`config.mk`:
```
export PLATFORM = sky130hd
export DESIGN_NAME = product_accumulator
export DESIGN_NICKNAME = d
export VERILOG_FILES = /design/src/rtl/product_accumulator.sv
export SDC_FILE = /design/constraint.sdc
export NUM_CORES = 1
export LEC_CHECK = 0
export CORE_ASPECT_RATIO = 1.2
export CORE_MARGIN = 3
export CORE_UTILIZATION = 50
export DETAILED_ROUTE_END_ITERATION = 8
export HOLD_SLACK_MARGIN = 0.1
export PLACE_DENSITY = 0.86
export RECOVER_POWER = 25
export SLEW_MARGIN = 0
export SYNTH_ARGS = -nofsm -noshare
export SYNTH_HDL_FRONTEND = slang
export SYNTH_SLANG_ARGS = --single-unit
export TNS_END_PERCENT = 1
```
`constraint.sdc`:
```
create_clock -name clk -period 2.8 [get_ports clk]
set_clock_uncertainty 0.05 [all_clocks]
set_input_delay 0.28 -clock clk [delete_from_list [all_inputs] [get_ports clk]]
set_output_delay 0.28 -clock clk [all_outputs]
set_load 0.01 [all_outputs]
```
`src/rtl/product_accumulator.sv`:
```
// Multiply-accumulate back end: sums 1..16 unsigned 8-bit products into a
// saturating ACC_W-bit accumulator and hands the result off over valid/ready.
module product_accumulator #(
  parameter int ACC_W = 12
) (
  input  logic             clk,
  input  logic             rst,
  input  logic             start,
  input  logic [3:0]       len,
  input  logic             in_valid,
  output logic             in_ready,
  input  logic [7:0]       in_prod,
  output logic             out_valid,
  input  logic             out_ready,
  output logic [ACC_W-1:0] out_sum,
  output logic             out_sat,
  output logic             busy
);

  typedef enum logic [1:0] {IDLE, ACCUM, DONE} state_t;

  state_t           state, state_nxt;
  logic [ACC_W-1:0] acc, acc_nxt;
  logic [4:0]       rem, rem_nxt;
  logic             sat, sat_nxt;
  logic [ACC_W:0]   sum_wide;
  logic [4:0]       run_len;

  // One extra bit makes overflow visible before it could wrap.
  assign sum_wide = {1'b0, acc} + {{(ACC_W-7){1'b0}}, in_prod};
  assign run_len  = {(len == 4'd0), len};

  always_ff @(posedge clk) begin
    if (rst) begin
      state <= IDLE;
      acc   <= '0;
      rem   <= '0;
      sat   <= 1'b0;
    end else begin
      state <= state_nxt;
      acc   <= acc_nxt;
      rem   <= rem_nxt;
      sat   <= sat_nxt;
    end
  end

  always_comb begin
    state_nxt = state;
    acc_nxt   = acc;
    rem_nxt   = rem;
    sat_nxt   = sat;
    unique case (state)
      IDLE: begin
        if (start) begin
          acc_nxt   = '0;
          sat_nxt   = 1'b0;
          rem_nxt   = run_len;
          state_nxt = ACCUM;
        end
      end
      ACCUM: begin
        if (in_valid) begin
          acc_nxt = sum_wide[ACC_W] ? {ACC_W{1'b1}} : sum_wide[ACC_W-1:0];
          sat_nxt = sat | sum_wide[ACC_W];
          rem_nxt = rem - 5'd1;
          if (rem == 5'd1) state_nxt = DONE;
        end
      end
      DONE: begin
        // Output beat with start chains straight into the next run.
        if (out_ready) begin
          if (start) begin
            acc_nxt   = '0;
            sat_nxt   = 1'b0;
            rem_nxt   = run_len;
            state_nxt = ACCUM;
          end else begin
            state_nxt = IDLE;
          end
        end
      end
      default: state_nxt = IDLE;
    endcase
  end

  assign in_ready  = (state == ACCUM);
  assign out_valid = (state == DONE);
  assign busy      = (state != IDLE);
  assign out_sum   = acc;
  assign out_sat   = sat;

endmodule

```
==> results.sh, run 1 <==
export IMPL_peakVddDrop_mv=0.249
export IMPL_ys_types=58
export IMPL_dieArea_um2=3670
export IMPL_dr_wl_met2_um=2020
export IMPL_slew_headroom=0.430
export IMPL_r2r_start="out_sum[0]$_SDFFE_PP0P_"
export IMPL_vias_per_cell=6.34
export IMPL_clock_power_share=0.303
export IMPL_ys_flop_type="dfxtp_1"
export IMPL_cts_sinks=20
export IMPL_swShare=0.308
export IMPL_seq_power_share=0.400
export IMPL_final_setup_viol_count=0
export IMPL_clkLatencyLatePin_ns=0.31
export IMPL_design_core_area_um2=2810
export IMPL_cp_end_kind="flip-flop"
export IMPL_synth_seq_cells=20
export IMPL_cts_root_buf="clkbuf_4"
export IMPL_synth_warnings=0
export IMPL_avgSynthCellArea_um2=8.69
export IMPL_synthDominantCellAreaShare=0.269
export IMPL_cts_tree="done"
export IMPL_clkTransAtPathRegs_ns=0.13
export IMPL_dr_pass1_iters=4
export IMPL_cellPowerDensity_nw_per_um2=432
export IMPL_top_layer="met4"
export IMPL_hp_class="flip-flop to flip-flop"
export IMPL_p_total_uw=798
export IMPL_postSynthCellCount=171
export IMPL_seq_area_frac_synth=0.269
export IMPL_rsz0062_at_grt="false"
export IMPL_antenna_found_initial=0
export IMPL_regToRegEndpoint="out_sum[7]$_SDFFE_PP0P_"
export IMPL_die_h_um=65.7
export IMPL_mappedNetlistArea_um2=1490
export IMPL_wl_met3_um=220
export IMPL_slew_viol_final=0
export IMPL_setup_tns_final_ns=0
export IMPL_status="finished, final reports clean"
export IMPL_first_global_vias=1354
export IMPL_clockBufferDepth=2
export IMPL_fillers=234
export IMPL_diodes=0
export IMPL_vias=1477
export IMPL_holdCritStartpoint="rem[4]$_SDFFE_PP0P_"
export IMPL_port_buffer_count=32
export IMPL_crit_type="primary input to flip-flop"
export IMPL_drv_cap=0
export IMPL_worst_pin_slew_ns=0.852
export IMPL_rows=21
export IMPL_fin_cells=233
export IMPL_critical_path_max_fanout=6
export IMPL_hpwlAfterDp_um=2900
export IMPL_switchingPower_uw=246
export IMPL_synthTopCellsByArea="dfxtp_1 27%, ha_1 8.4%, a21oi_1 7.4%, nor2_1 3.5%, o21ai_0 2.7%"
export IMPL_drt_initial_drc_count=79
export IMPL_nNetsFinal=228
export IMPL_pre_cts_ws_ns=0.243
export IMPL_drive_gt1_frac=0.116
export IMPL_leakage_nw=0.717
export IMPL_synth_fp_nets=199
export IMPL_finalWorstPathRequiredPeriod_ns=2.23
export IMPL_ant_nets=0
export IMPL_drcViolationCount=0
export IMPL_synth_most_common_cell="a21oi_1"
export IMPL_grt_ovfl_total=0
export IMPL_grt_pass1_wl_um=6430
export IMPL_htreeDepth=1
export IMPL_ff2ff_path_depth=7
export IMPL_worstPathArrival_ns=2.38
export IMPL_critPathRequiredTime_ns=2.95
export IMPL_hold_end="rem[4]$_SDFFE_PP0P_"
export IMPL_post_cts_buffers=0
export IMPL_fin_util=0.658
export IMPL_ys_top_cells_by_count="22 x a21oi_1, 20 x dfxtp_1, 14 x nor2_1, 10 x ha_1, 8 x o21ai_0"
export IMPL_hold_viol=0
export IMPL_grt_max_degree=23
export IMPL_synth_edf_count=0
export IMPL_comb_power_share=0.297
export IMPL_cts_hold_repair_buffers=0
export IMPL_p_int_uw=552
export IMPL_fin_area_um2=1850
export IMPL_area_growth_pct=24.4
export IMPL_gp_congestion=0.912
export IMPL_ctsResizeCount=0
export IMPL_routedWlPerCell_um=16.6
export IMPL_fmaxAchievable_mhz=448
export IMPL_wl_met1_um=1560
export IMPL_yosys_area_top_type="dfxtp_1"
export IMPL_gr_usage_all_layers=0.221
export IMPL_die_w_um=55.8
export IMPL_period_share=0.798
export IMPL_whs_ns=0.460
export IMPL_initial_utilization=0.529
export IMPL_wirelength_um=3860
export IMPL_place_inst=229
export IMPL_r2r_slack_ns=0.63
export IMPL_io_pins=33
export IMPL_whs_path_depth=2
export IMPL_worst_slack_ns=0.567
export IMPL_dpl_cell_area_um2=1800
export IMPL_start_kind="primary input"
export IMPL_synthArstFlopShare=0
export IMPL_cts_inserted_buffers=3
==> layout by cell type (no fill, tap or decap), types with 3 or more instances in the layout <==
cell / n
clkdlybuf4s50_1: 24
a21oi_1: 22
dfxtp_1: 20
nor2_1: 15
ha_1: 10
o21ai_0: 8
dlygate4sd3_1: 8
nor3_1: 7
inv_1: 5
nand2_1: 5
a21o_1: 4
a211oi_1: 4
a311oi_1: 4
xnor2_1: 3
nand3_1: 3
clkbuf_4: 3
==> flip-flops by register name, summed over array words and instances, names as in the netlist <==
signal,count
rem,5
out_sum,12
out_sat,1
state,2
==> layer usage <==
layer | track usage | vias to the layer above
met5 | 0 | -
met4 | 0.0547 | 0
met3 | 0.0236 | 8
met2 | 0.422 | 53
met1 | 0.260 | 707
li1 | - | 709
==> logic make-up after synthesis <==
group / Yosys count / share of synthesized area
AO/OA/AOI/OAI: 71 / 0.350
XOR/XNOR: 5 / 0.0295
adder cells (fa/ha/maj): 11 / 0.0976
buffers and inverters: 14 / 0.0471
flip-flops: 20 / 0.269
AND/OR/NAND/NOR: 50 / 0.206
==> worst max-delay path by stage <==
stage | from | end | slack (ns)
global placement | in_prod[0] | out_sum[7]$_SDFFE_PP0P_ | 0.28
global route | in_prod[0] | out_sum[7]$_SDFFE_PP0P_ | 0.48
finish | in_prod[0] | out_sum[7]$_SDFFE_PP0P_ | 0.57
detailed placement | in_prod[0] | out_sum[7]$_SDFFE_PP0P_ | 0.24
floorplan | out_sum[0]$_SDFFE_PP0P_ | out_sum[7]$_SDFFE_PP0P_ | 0.72
CTS | in_prod[0] | out_sum[7]$_SDFFE_PP0P_ | 0.56
==> critical path: stages <==
cell and delay, ns:
clkdlybuf4s50_1 0.41, ha_1 0.23, fa_1 0.46, a211oi_4 0.33, nor3_4 0.10, o211a_4 0.27
o31ai_1 0.22, o21ai_1 0.09
==> power groups by stage <==
stage | Combinational, mW | Clock, mW | Sequential [mW]
after floorplan | 0.160 | 0 | 0.324
after global placement | 0.230 | 0 | 0.324
after detailed placement | 0.238 | 0 | 0.325
after CTS | 0.239 | 0.244 | 0.319
after global routing | 0.259 | 0.255 | 0.322
final | 0.237 | 0.242 | 0.319
==> area by class of cell <==
type | instances | area [um^2] | share of cell area
clock buffer | 3 | 22.5 | 0.0122
clock inverter | 1 | 30.0 | 0.0162
inverter | 6 | 25.0 | 0.0135
multi-input combinational | 137 | 1010 | 0.545
sequential | 20 | 400 | 0.217
tap | 34 | 42.5 | 0.0230
timing repair buffer | 32 | 320 | 0.173
Note: power is estimated with default switching activity, not from simulation.
==> run 2, diff against run 1 <==
==> constraint.sdc (replaced) <==
create_clock -name clk -period 2.22 [get_ports clk]
set_clock_uncertainty 0.05 [all_clocks]
set_input_delay 0.222 -clock clk [delete_from_list [all_inputs] [get_ports clk]]
set_output_delay 0.222 -clock clk [all_outputs]
set_load 0.01 [all_outputs]
==> run 2 against run 1 <==
Compared with the run above: routed wire length rose by 1.0%; non-clock buffer count rose by 11; final cell count rose by 4.3%; critical path depth fell by 1; sequential cell count did not move; clock power fell by 26%; die area did not move; register-to-register slack got worse by 0.51 ns; critical endpoint unchanged.
==> results.sh, run 2 (synthesis gave the netlist of run 1 again) <==
export IMPL_grt_pass1_wl_um=6640
export IMPL_clkTransAtPathRegs_ns=0.12
export IMPL_leakage_nw=0.755
export IMPL_htreeDepth=1
export IMPL_cts_tree="done"
export IMPL_status="finished, final reports clean"
export IMPL_multiInputGateArea_um2=1020
export IMPL_drive_gt1_frac=0.158
export IMPL_crit_chain="ha_1 > fa_1 > a211oi_4 > nor3_4 > o211a_4 > o31ai_1 > o21ai_1"
export IMPL_slew_headroom=0.617
export IMPL_largest_register_ffs=12
export IMPL_wirelength_um=3900
export IMPL_critical_path_max_fanout=6
export IMPL_initial_utilization=0.529
export IMPL_critPathRequiredTime_ns=2.36
export IMPL_cts_inserted_buffers=3
export IMPL_cts_sinks=20
export IMPL_cp_end_kind="flip-flop"
export IMPL_routedWlPerCell_um=16.1
export IMPL_setup_tns_final_ns=0
export IMPL_gp_congestion=0.914
export IMPL_crit_type="flip-flop to flip-flop"
export IMPL_slew_viol_final=0
export IMPL_rsz0062_at_grt="false"
export IMPL_clkLatencyLatePin_ns=0.31
export IMPL_layout_commonest_cell="clkdlybuf4s50_1"
export IMPL_fillers=232
export IMPL_period_share=0.948
export IMPL_worst_pin_slew_ns=0.573
export IMPL_ant_nets=0
export IMPL_peakVddDrop_mv=0.314
export IMPL_diodes=0
export IMPL_die_h_um=65.7
export IMPL_antenna_found_initial=0
export IMPL_fin_util=0.678
export IMPL_ctsResizeCount=0
export IMPL_io_pins=33
export IMPL_first_global_vias=1555
export IMPL_nNetsFinal=239
export IMPL_rows=21
export IMPL_drv_cap=0
export IMPL_final_setup_viol_count=0
export IMPL_cpMaxStageDelayCell="fa_1"
export IMPL_gr_usage_all_layers=0.225
export IMPL_seqCellArea_um2=400
export IMPL_hold_viol=0
export IMPL_crit_family="compound AO/OA/AOI/OAI gates"
export IMPL_grt_max_degree=18
export IMPL_slowest_delay_ns=0.43
export IMPL_die_w_um=55.8
export IMPL_design_core_area_um2=2810
export IMPL_finalWorstPathRequiredPeriod_ns=2.10
export IMPL_cts_root_buf="clkbuf_4"
export IMPL_cp_num_buf_inv=0
export IMPL_grt_ovfl_total=0
export IMPL_cts_hold_repair_buffers=0
export IMPL_start_kind="flip-flop"
export IMPL_final_cell_mix="24 x clkdlybuf4s50_1, 22 x a21oi_1, 20 x dfxtp_1"
export IMPL_hpwlAfterDp_um=3050
export IMPL_vias=1516
export IMPL_dr_pass1_iters=4
export IMPL_fmaxAchievable_mhz=475
export IMPL_hp_class="flip-flop to flip-flop"
export IMPL_dieArea_um2=3670
export IMPL_vias_per_cell=6.24
export IMPL_clockBufferDepth=2
export IMPL_port_buffer_count=32
export IMPL_post_cts_buffers=0
export IMPL_worstPathArrival_ns=2.25
export IMPL_cellPowerDensity_nw_per_um2=473
export IMPL_drcViolationCount=0
export IMPL_area_growth_pct=28.2
export IMPL_drt_initial_drc_count=62
run 2: worst paths after layout:
kind | from | end | slack, ns | cells after the start
worst max-delay path | out_sum[0]$_SDFFE_PP0P_ | out_sum[7]$_SDFFE_PP0P_ | 0.12 | 7
worst max register to register | out_sum[0]$_SDFFE_PP0P_ | out_sum[7]$_SDFFE_PP0P_ | 0.12 | 7
worst min-delay path | rem[4]$_SDFFE_PP0P_ | rem[4]$_SDFFE_PP0P_ | 0.46 | 2
worst min register to register | rem[4]$_SDFFE_PP0P_ | rem[4]$_SDFFE_PP0P_ | 0.46 | 2
run 2: routing by layer:
layer	wire length [um]	GRT usage	vias up
met3	231	0.0393	11
met2	2090	0.416	62
met5	0	0	-
met4	99	0.128	0
met1	1490	0.238	715
li1	-	-	728
run 2: metrics by stage:
stage          cell area [um^2]  power (mW)  cells  hold WS, ns  setup slack [ns]
2_1_floorplan              1490       0.611    171        0.349             0.139
4_1_cts                    1910       0.905    243        0.459            0.0763
3_3_place_gp               1890       0.717    240        0.417            -0.213
3_5_place_dp               1890       0.730    240        0.442            -0.228
5_1_grt                    1910       0.948    243        0.501            0.0178
6_report                   1910       0.901    243        0.463             0.116
run 2: cell type report:
class | count | share of cell area
Sequential cell | 20 | 0.210
Tap cell | 34 | 0.0223
Multi-Input combinational cell | 137 | 0.533
Clock buffer | 3 | 0.0118
Timing Repair Buffer | 43 | 0.209
Inverter | 6 | 0.0131
run 2: worst register-to-register path: cells and delay by family, from the launching register on:
family | cells | cell delay [ns]
DFF | 1 | 0.35
adders and majority gates | 2 | 0.65
AOI/OAI and AO/OA | 4 | 0.87
and+or+nand+nor | 1 | 0.09
run 2: where the power goes:
group / leakage [nW] / internal, mW / switching, mW
clock network: 0.0138 / 0.0633 / 0.116
logic: 0.578 / 0.149 / 0.170
registers: 0.163 / 0.380 / 0.0219
total: 0.755 / 0.593 / 0.308
